[src/rtl/idu_pipe1_sched.sv]
// idu_pipe1_sched: 4-entry compacting oldest-first issue queue feeding RF pipe1.
// Define IDU_PIPE1_SCHED_FAST_WAKEUP_EN to let a same-cycle CDB wakeup make an entry eligible.
module idu_pipe1_sched (
    input  logic       clk,
    input  logic       rst_clk,
    input  logic       rtu_global_flush,
    input  logic       dis_vld,
    input  logic [4:0] dis_iid,
    input  logic [6:0] dis_opcode,
    input  logic [6:0] dis_funct7,
    input  logic [2:0] dis_funct3,
    input  logic       dis_psrc1_vld,
    input  logic [5:0] dis_psrc1,
    input  logic       dis_psrc1_rdy,
    input  logic       dis_psrc2_vld,
    input  logic [5:0] dis_psrc2,
    input  logic       dis_psrc2_rdy,
    input  logic       dis_pdst_vld,
    input  logic [5:0] dis_pdst,
    output logic       dis_rdy,
    input  logic       exu_idu_rf_alu_cdb_vld,
    input  logic [5:0] exu_idu_rf_alu_cdb_preg,
    input  logic       exu_idu_rf_mxu_cdb_vld,
    input  logic [5:0] exu_idu_rf_mxu_cdb_preg,
    input  logic       exu_idu_rf_div_cdb_vld,
    input  logic [5:0] exu_idu_rf_div_cdb_preg,
    input  logic       exu_idu_rf_lsu_cdb_vld,
    input  logic [5:0] exu_idu_rf_lsu_cdb_preg,
    input  logic       pipe1_stall,
    output logic       idu_idu_rf_pipe1_vld,
    output logic [4:0] idu_idu_rf_pipe1_iid,
    output logic [6:0] idu_idu_rf_pipe1_opcode,
    output logic [6:0] idu_idu_rf_pipe1_funct7,
    output logic [2:0] idu_idu_rf_pipe1_funct3,
    output logic       idu_idu_rf_pipe1_psrc1_vld,
    output logic [5:0] idu_idu_rf_pipe1_psrc1,
    output logic       idu_idu_rf_pipe1_psrc2_vld,
    output logic [5:0] idu_idu_rf_pipe1_psrc2,
    output logic       idu_idu_rf_pipe1_pdst_vld,
    output logic [5:0] idu_idu_rf_pipe1_pdst,
    output logic [2:0] iq_cnt
);
    typedef struct packed {
        logic [4:0] iid;
        logic [6:0] op;
        logic [6:0] f7;
        logic [2:0] f3;
        logic       s1v;
        logic [5:0] s1;
        logic       s1r;
        logic       s2v;
        logic [5:0] s2;
        logic       s2r;
        logic       dv;
        logic [5:0] pd;
    } ent_t;
    ent_t [3:0] r_q;
    ent_t [3:0] w_n;
    ent_t [3:0] w_sh;
    ent_t       w_new;
    ent_t       w_o;
    logic [2:0] r_cnt;
    logic [3:0] w_el;
    logic [1:0] w_sel;
    logic       w_any;
    logic       w_iss;
    logic       w_dis;
    logic [2:0] w_slot;
    function automatic logic f_hit(input logic [5:0] p);
        return (exu_idu_rf_alu_cdb_vld && exu_idu_rf_alu_cdb_preg == p) ||
               (exu_idu_rf_mxu_cdb_vld && exu_idu_rf_mxu_cdb_preg == p) ||
               (exu_idu_rf_div_cdb_vld && exu_idu_rf_div_cdb_preg == p) ||
               (exu_idu_rf_lsu_cdb_vld && exu_idu_rf_lsu_cdb_preg == p);
    endfunction
    always_comb begin
        w_n   = r_q;
        w_el  = '0;
        w_sel = '0;
        w_any = 1'b0;
        for (int i = 0; i < 4; i++) begin
            w_n[i].s1r = r_q[i].s1r | (r_q[i].s1v & f_hit(r_q[i].s1));
            w_n[i].s2r = r_q[i].s2r | (r_q[i].s2v & f_hit(r_q[i].s2));
`ifdef IDU_PIPE1_SCHED_FAST_WAKEUP_EN
            w_el[i] = (3'(i) < r_cnt) & w_n[i].s1r & w_n[i].s2r;
`else
            w_el[i] = (3'(i) < r_cnt) & r_q[i].s1r & r_q[i].s2r;
`endif
        end
        for (int i = 3; i >= 0; i--)
            if (w_el[i]) begin
                w_sel = 2'(i);
                w_any = 1'b1;
            end
    end
    // reset also blocks issue so a mid-operation reset discards without issuing
    assign w_iss  = w_any & !pipe1_stall & !rtu_global_flush & !rst_clk;
    assign dis_rdy = (r_cnt < 3'd4) & !rtu_global_flush;
    assign w_dis  = dis_vld & dis_rdy;
    assign w_slot = r_cnt - {2'b0, w_iss};
    assign w_new  = '{iid: dis_iid, op: dis_opcode, f7: dis_funct7, f3: dis_funct3,
                      s1v: dis_psrc1_vld, s1: dis_psrc1,
                      s1r: dis_psrc1_rdy | !dis_psrc1_vld | f_hit(dis_psrc1),
                      s2v: dis_psrc2_vld, s2: dis_psrc2,
                      s2r: dis_psrc2_rdy | !dis_psrc2_vld | f_hit(dis_psrc2),
                      dv: dis_pdst_vld, pd: dis_pdst};
    always_comb begin
        w_sh = w_n;
        for (int i = 0; i < 3; i++)
            if (w_iss && 2'(i) >= w_sel) w_sh[i] = w_n[i+1];
        if (w_dis) w_sh[w_slot[1:0]] = w_new;
    end
    assign w_o = w_iss ? r_q[w_sel] : '0;
    assign idu_idu_rf_pipe1_vld       = w_iss;
    assign idu_idu_rf_pipe1_iid       = w_o.iid;
    assign idu_idu_rf_pipe1_opcode    = w_o.op;
    assign idu_idu_rf_pipe1_funct7    = w_o.f7;
    assign idu_idu_rf_pipe1_funct3    = w_o.f3;
    assign idu_idu_rf_pipe1_psrc1_vld = w_o.s1v;
    assign idu_idu_rf_pipe1_psrc1     = w_o.s1;
    assign idu_idu_rf_pipe1_psrc2_vld = w_o.s2v;
    assign idu_idu_rf_pipe1_psrc2     = w_o.s2;
    assign idu_idu_rf_pipe1_pdst_vld  = w_o.dv;
    assign idu_idu_rf_pipe1_pdst      = w_o.pd;
    assign iq_cnt = r_cnt;
    always_ff @(posedge clk) begin
        if (rst_clk) begin
            r_q   <= '0;
            r_cnt <= '0;
        end else begin
            r_q   <= w_sh;
            r_cnt <= rtu_global_flush ? 3'd0 : r_cnt + {2'b0, w_dis} - {2'b0, w_iss};
        end
    end
endmodule

[config.mk]
export PLATFORM = sky130hd
export DESIGN_NAME = idu_pipe1_sched
export DESIGN_NICKNAME = d
export VERILOG_FILES = /design/src/rtl/idu_pipe1_sched.sv
export SDC_FILE = /design/constraint.sdc
export NUM_CORES = 1
export LEC_CHECK = 0
export ABC_AREA = 1
export BUFFER_PORTS_ARGS = -buffer_cell sky130_fd_sc_hd__buf_2
export CAP_MARGIN = 20
export CORE_ASPECT_RATIO = 0.5
export CORE_MARGIN = 5
export CORE_UTILIZATION = 45
export DETAILED_ROUTE_END_ITERATION = 10
export GPL_ROUTABILITY_DRIVEN = 0
export HOLD_SLACK_MARGIN = 0.12
export PLACE_DENSITY_LB_ADDON = 0.12
export SYNTH_ARGS = -nofsm -noshare
export SYNTH_HDL_FRONTEND = slang
export SYNTH_SLANG_ARGS = --single-unit
[constraint.sdc]
create_clock -name clk -period 2.65 [get_ports clk]
set_input_delay 0.1325 -clock clk [delete_from_list [all_inputs] [get_ports clk]]
set_output_delay 0.1325 -clock clk [all_outputs]
set_load 0.1 [all_outputs]
==> out/metrics.cfg <==
[floorplanning]
rows = 44
io_pins = 126
core_um2 = 29200
chipWidth_um = 255
die_h_um = 132
die_area_um2 = 33700
initial_utilization = 0.460

[clocking]
cts-buffers-inserted = 17
cts_max_level = 4
insertion_delay_ps = 460
cts_tree = yes
cts_sinks = 183
clk_path_buf_depth = 2
clk_root_buffer_cell = clkbuf_16
clk_pin_slew_ps = 70

[power]
p_leak_uw = 0.00822
design_power_total_uw = 6500
swShare = 0.321
combPwrFrac = 0.174
peakVddDrop_v = 0.000385
power_frac_seq = 0.443
power_density_nw_per_um2 = 375
p_int_uw = 4410
pwr-share-clk = 0.383
switching_power_uw = 2080

[detailed_routing]
drc = 0
ant_nets = 0
wl_per_cell_um = 19.3
dr_total_vias = 16300
vias_per_cell = 5.62
firstDrtPassIters = 6
routed_wl_mm = 55.9
first_iter_violations = 1948

[placed_design]
dp_hpwl_mm = 35.3
io_buffer_count = 125
dpl_cell_area_um2 = 15700
pre_cts_slack_ps = 53.4

[critical_path]
arrival_ps = 2470
worstPathRequired_ps = 2520
reg2reg_slack_ps = 170
startpoint_type = flip-flop
path_cells = inv_4 -> ha_4 -> nand2_2 -> nand4_4 -> nand2_4 -> buf_4 -> o21ai_4 -> nor2_4 -> buf_12 -> buf_12 -> o21ai_0 -> o21ai_2 -> buf_12
worst_path_most_repeated_cell = buf_12
end_kind = primary output
slowest_delay_ps = 380
worstSetupPathType = flip-flop to primary output
worstPathMaxFanout = 7
critPathSlowestCell = dfxtp_4

[global_route]
grt_use_total = 0.312
grt_pass1_vias = 14400
grt_max_degree = 82
overflow = 0
grt_pass1_wl_mm = 83.2
grt_antenna_before_repair = 0

[synth]
synth_warnings = 0
yosys.area.top_type = dfxtp_1
synth_cell_types = 39
netlist_instances = 2361
ys_dominant_reg_cell = dfxtp_1
netlist_top_cells_area = dfxtp_1, nand2_1, o21ai_0, inv_1, a21oi_1
synth-edff-count = 0
syn_avg_cell_area_um2 = 5.70
synth_common_cells = nand2_1, inv_1, nor2_1
synth_nets = 2445
synth_top_cell_area_share = 0.272
syn_area_um2 = 13500
async_reset_ff_frac = 0
ys_seq_area_frac = 0.272
ys_seq_elements = 183
yosysMostFrequentCell = nand2_1

[sta]
skew_ps = 12.6
fin_crit_ps = 2600
final.setup.tns_ps = 0
min_period_over_period = 0.983
relSlewSlack = 0.453
fmax_mhz = 384
worst_slew_pin_slew_ps = 820
setup_viol = 0
rsz0062_at_grt = yes
setup_slack_ps = 46.2
drv_slew = 0
final-hold-violation-count = 0

[final_layout]
syn_to_final_growth_pct = 28.8
final_net_count = 2575
layout-drive-gt1-share = 0.137
finish.utilization = 0.593
final_area_um2 = 17300
diodes = 0

[job]
cap_violations = 0

[worst_hold_path]
min_path_type = primary input to flip-flop

[outcome]
status = finished clean

## cells in the final DEF (no fill, tap or decap), types with 31 or more instances in the layout
cell type and n:
nand2_1 650, dlygate4sd3_1 45, nor2_1 246, xnor2_1 31
buf_12 59, inv_1 315, buf_4 51, o21ai_0 193
dfxtp_1 180, buf_2 82, a21oi_1 202, o21ai_1 122
o211ai_1 41, nand3_1 79
## per-stage QoR
| stage | cells | hold WS [ps] |
|---|---|---|
| floorplan | 2361 | 279 |
| finish | 2894 | 162 |
| global placement | 2784 | 407 |
| detailed placement | 2784 | 406 |
| CTS | 2874 | 139 |
| global route | 2894 | 195 |
## worst paths after layout
check                                      startpoint  cells after the start                        to
worst max-delay path             iq_cnt[2]$_SDFF_PP0_                     13  idu_idu_rf_pipe1_pdst[0]
worst min-delay path                    dis_psrc1_rdy                      6        r_q[15]$_SDFF_PP0_
worst max register to register   iq_cnt[2]$_SDFF_PP0_                     15        r_q[34]$_SDFF_PP0_
worst min register to register  r_q[141]$_SDFFE_PP0P_                      2     r_q[141]$_SDFFE_PP0P_
## worst max-delay path: cells and delay by family (launching register included)
| kind | cells | cell delay, ps |
|---|---|---|
| DFF | 1 | 380 |
| buffers and inverters | 5 | 670 |
| adders and majority gates | 1 | 150 |
| AOI/OAI and AO/OA | 3 | 360 |
| and+or+nand+nor | 4 | 450 |
## power groups by stage
stage / clock [uW] / combinational (uW) / sequential [uW]
4_1_cts: 2500 / 1080 / 2870
3_3_place_gp: 0 / 1020 / 2940
5_1_grt: 2600 / 1220 / 2880
6_report: 2490 / 1130 / 2880
3_5_place_dp: 0 / 1020 / 2930
2_1_floorplan: 0 / 691 / 2910
## layout make-up
class / count / area [um2]
timing repair buffer: 257 / 2830
clock buffer: 20 / 437
sequential: 183 / 3670
tap: 391 / 489
multi-input combinational: 1690 / 8500
fill: 2845 / 11900
clock inverter: 11 / 96.3
inverter: 342 / 1310
## sequential cells by signal, indices dropped and copies added (netlist names)
register,cells
r_q,180
iq_cnt,3
## routing by layer
metal | track usage | wire length [um] | up-vias
met5 | 0 | 0 | -
met4 | 0.120 | 2430 | 0
met2 | 0.486 | 24100 | 972
met3 | 0.0751 | 6710 | 205
li1 | - | - | 7757
met1 | 0.420 | 22700 | 7344
## timing repair
item	CTS	global route
hold endpoints to repair	135	0
resized for setup	32	59
setup buffers	11	13
setup endpoints to repair	42	114
pin swaps	13	22
hold buffers	45	0
gates cloned	3	7
## kinds of logic (layout without fill, tap and decap cells)
group | after synthesis | in the layout | share of synthesized area
AO/OA/AOI/OAI | 629 | 629 | 0.248
XOR/XNOR | 35 | 35 | 0.0228
adder cells (fa/ha/maj) | 6 | 6 | 0.00614
buffers and inverters | 488 | 630 | 0.148
flip-flops | 183 | 183 | 0.272
AND/OR/NAND/NOR | 1020 | 1020 | 0.303
Note: power is estimated with default switching activity, not from simulation.
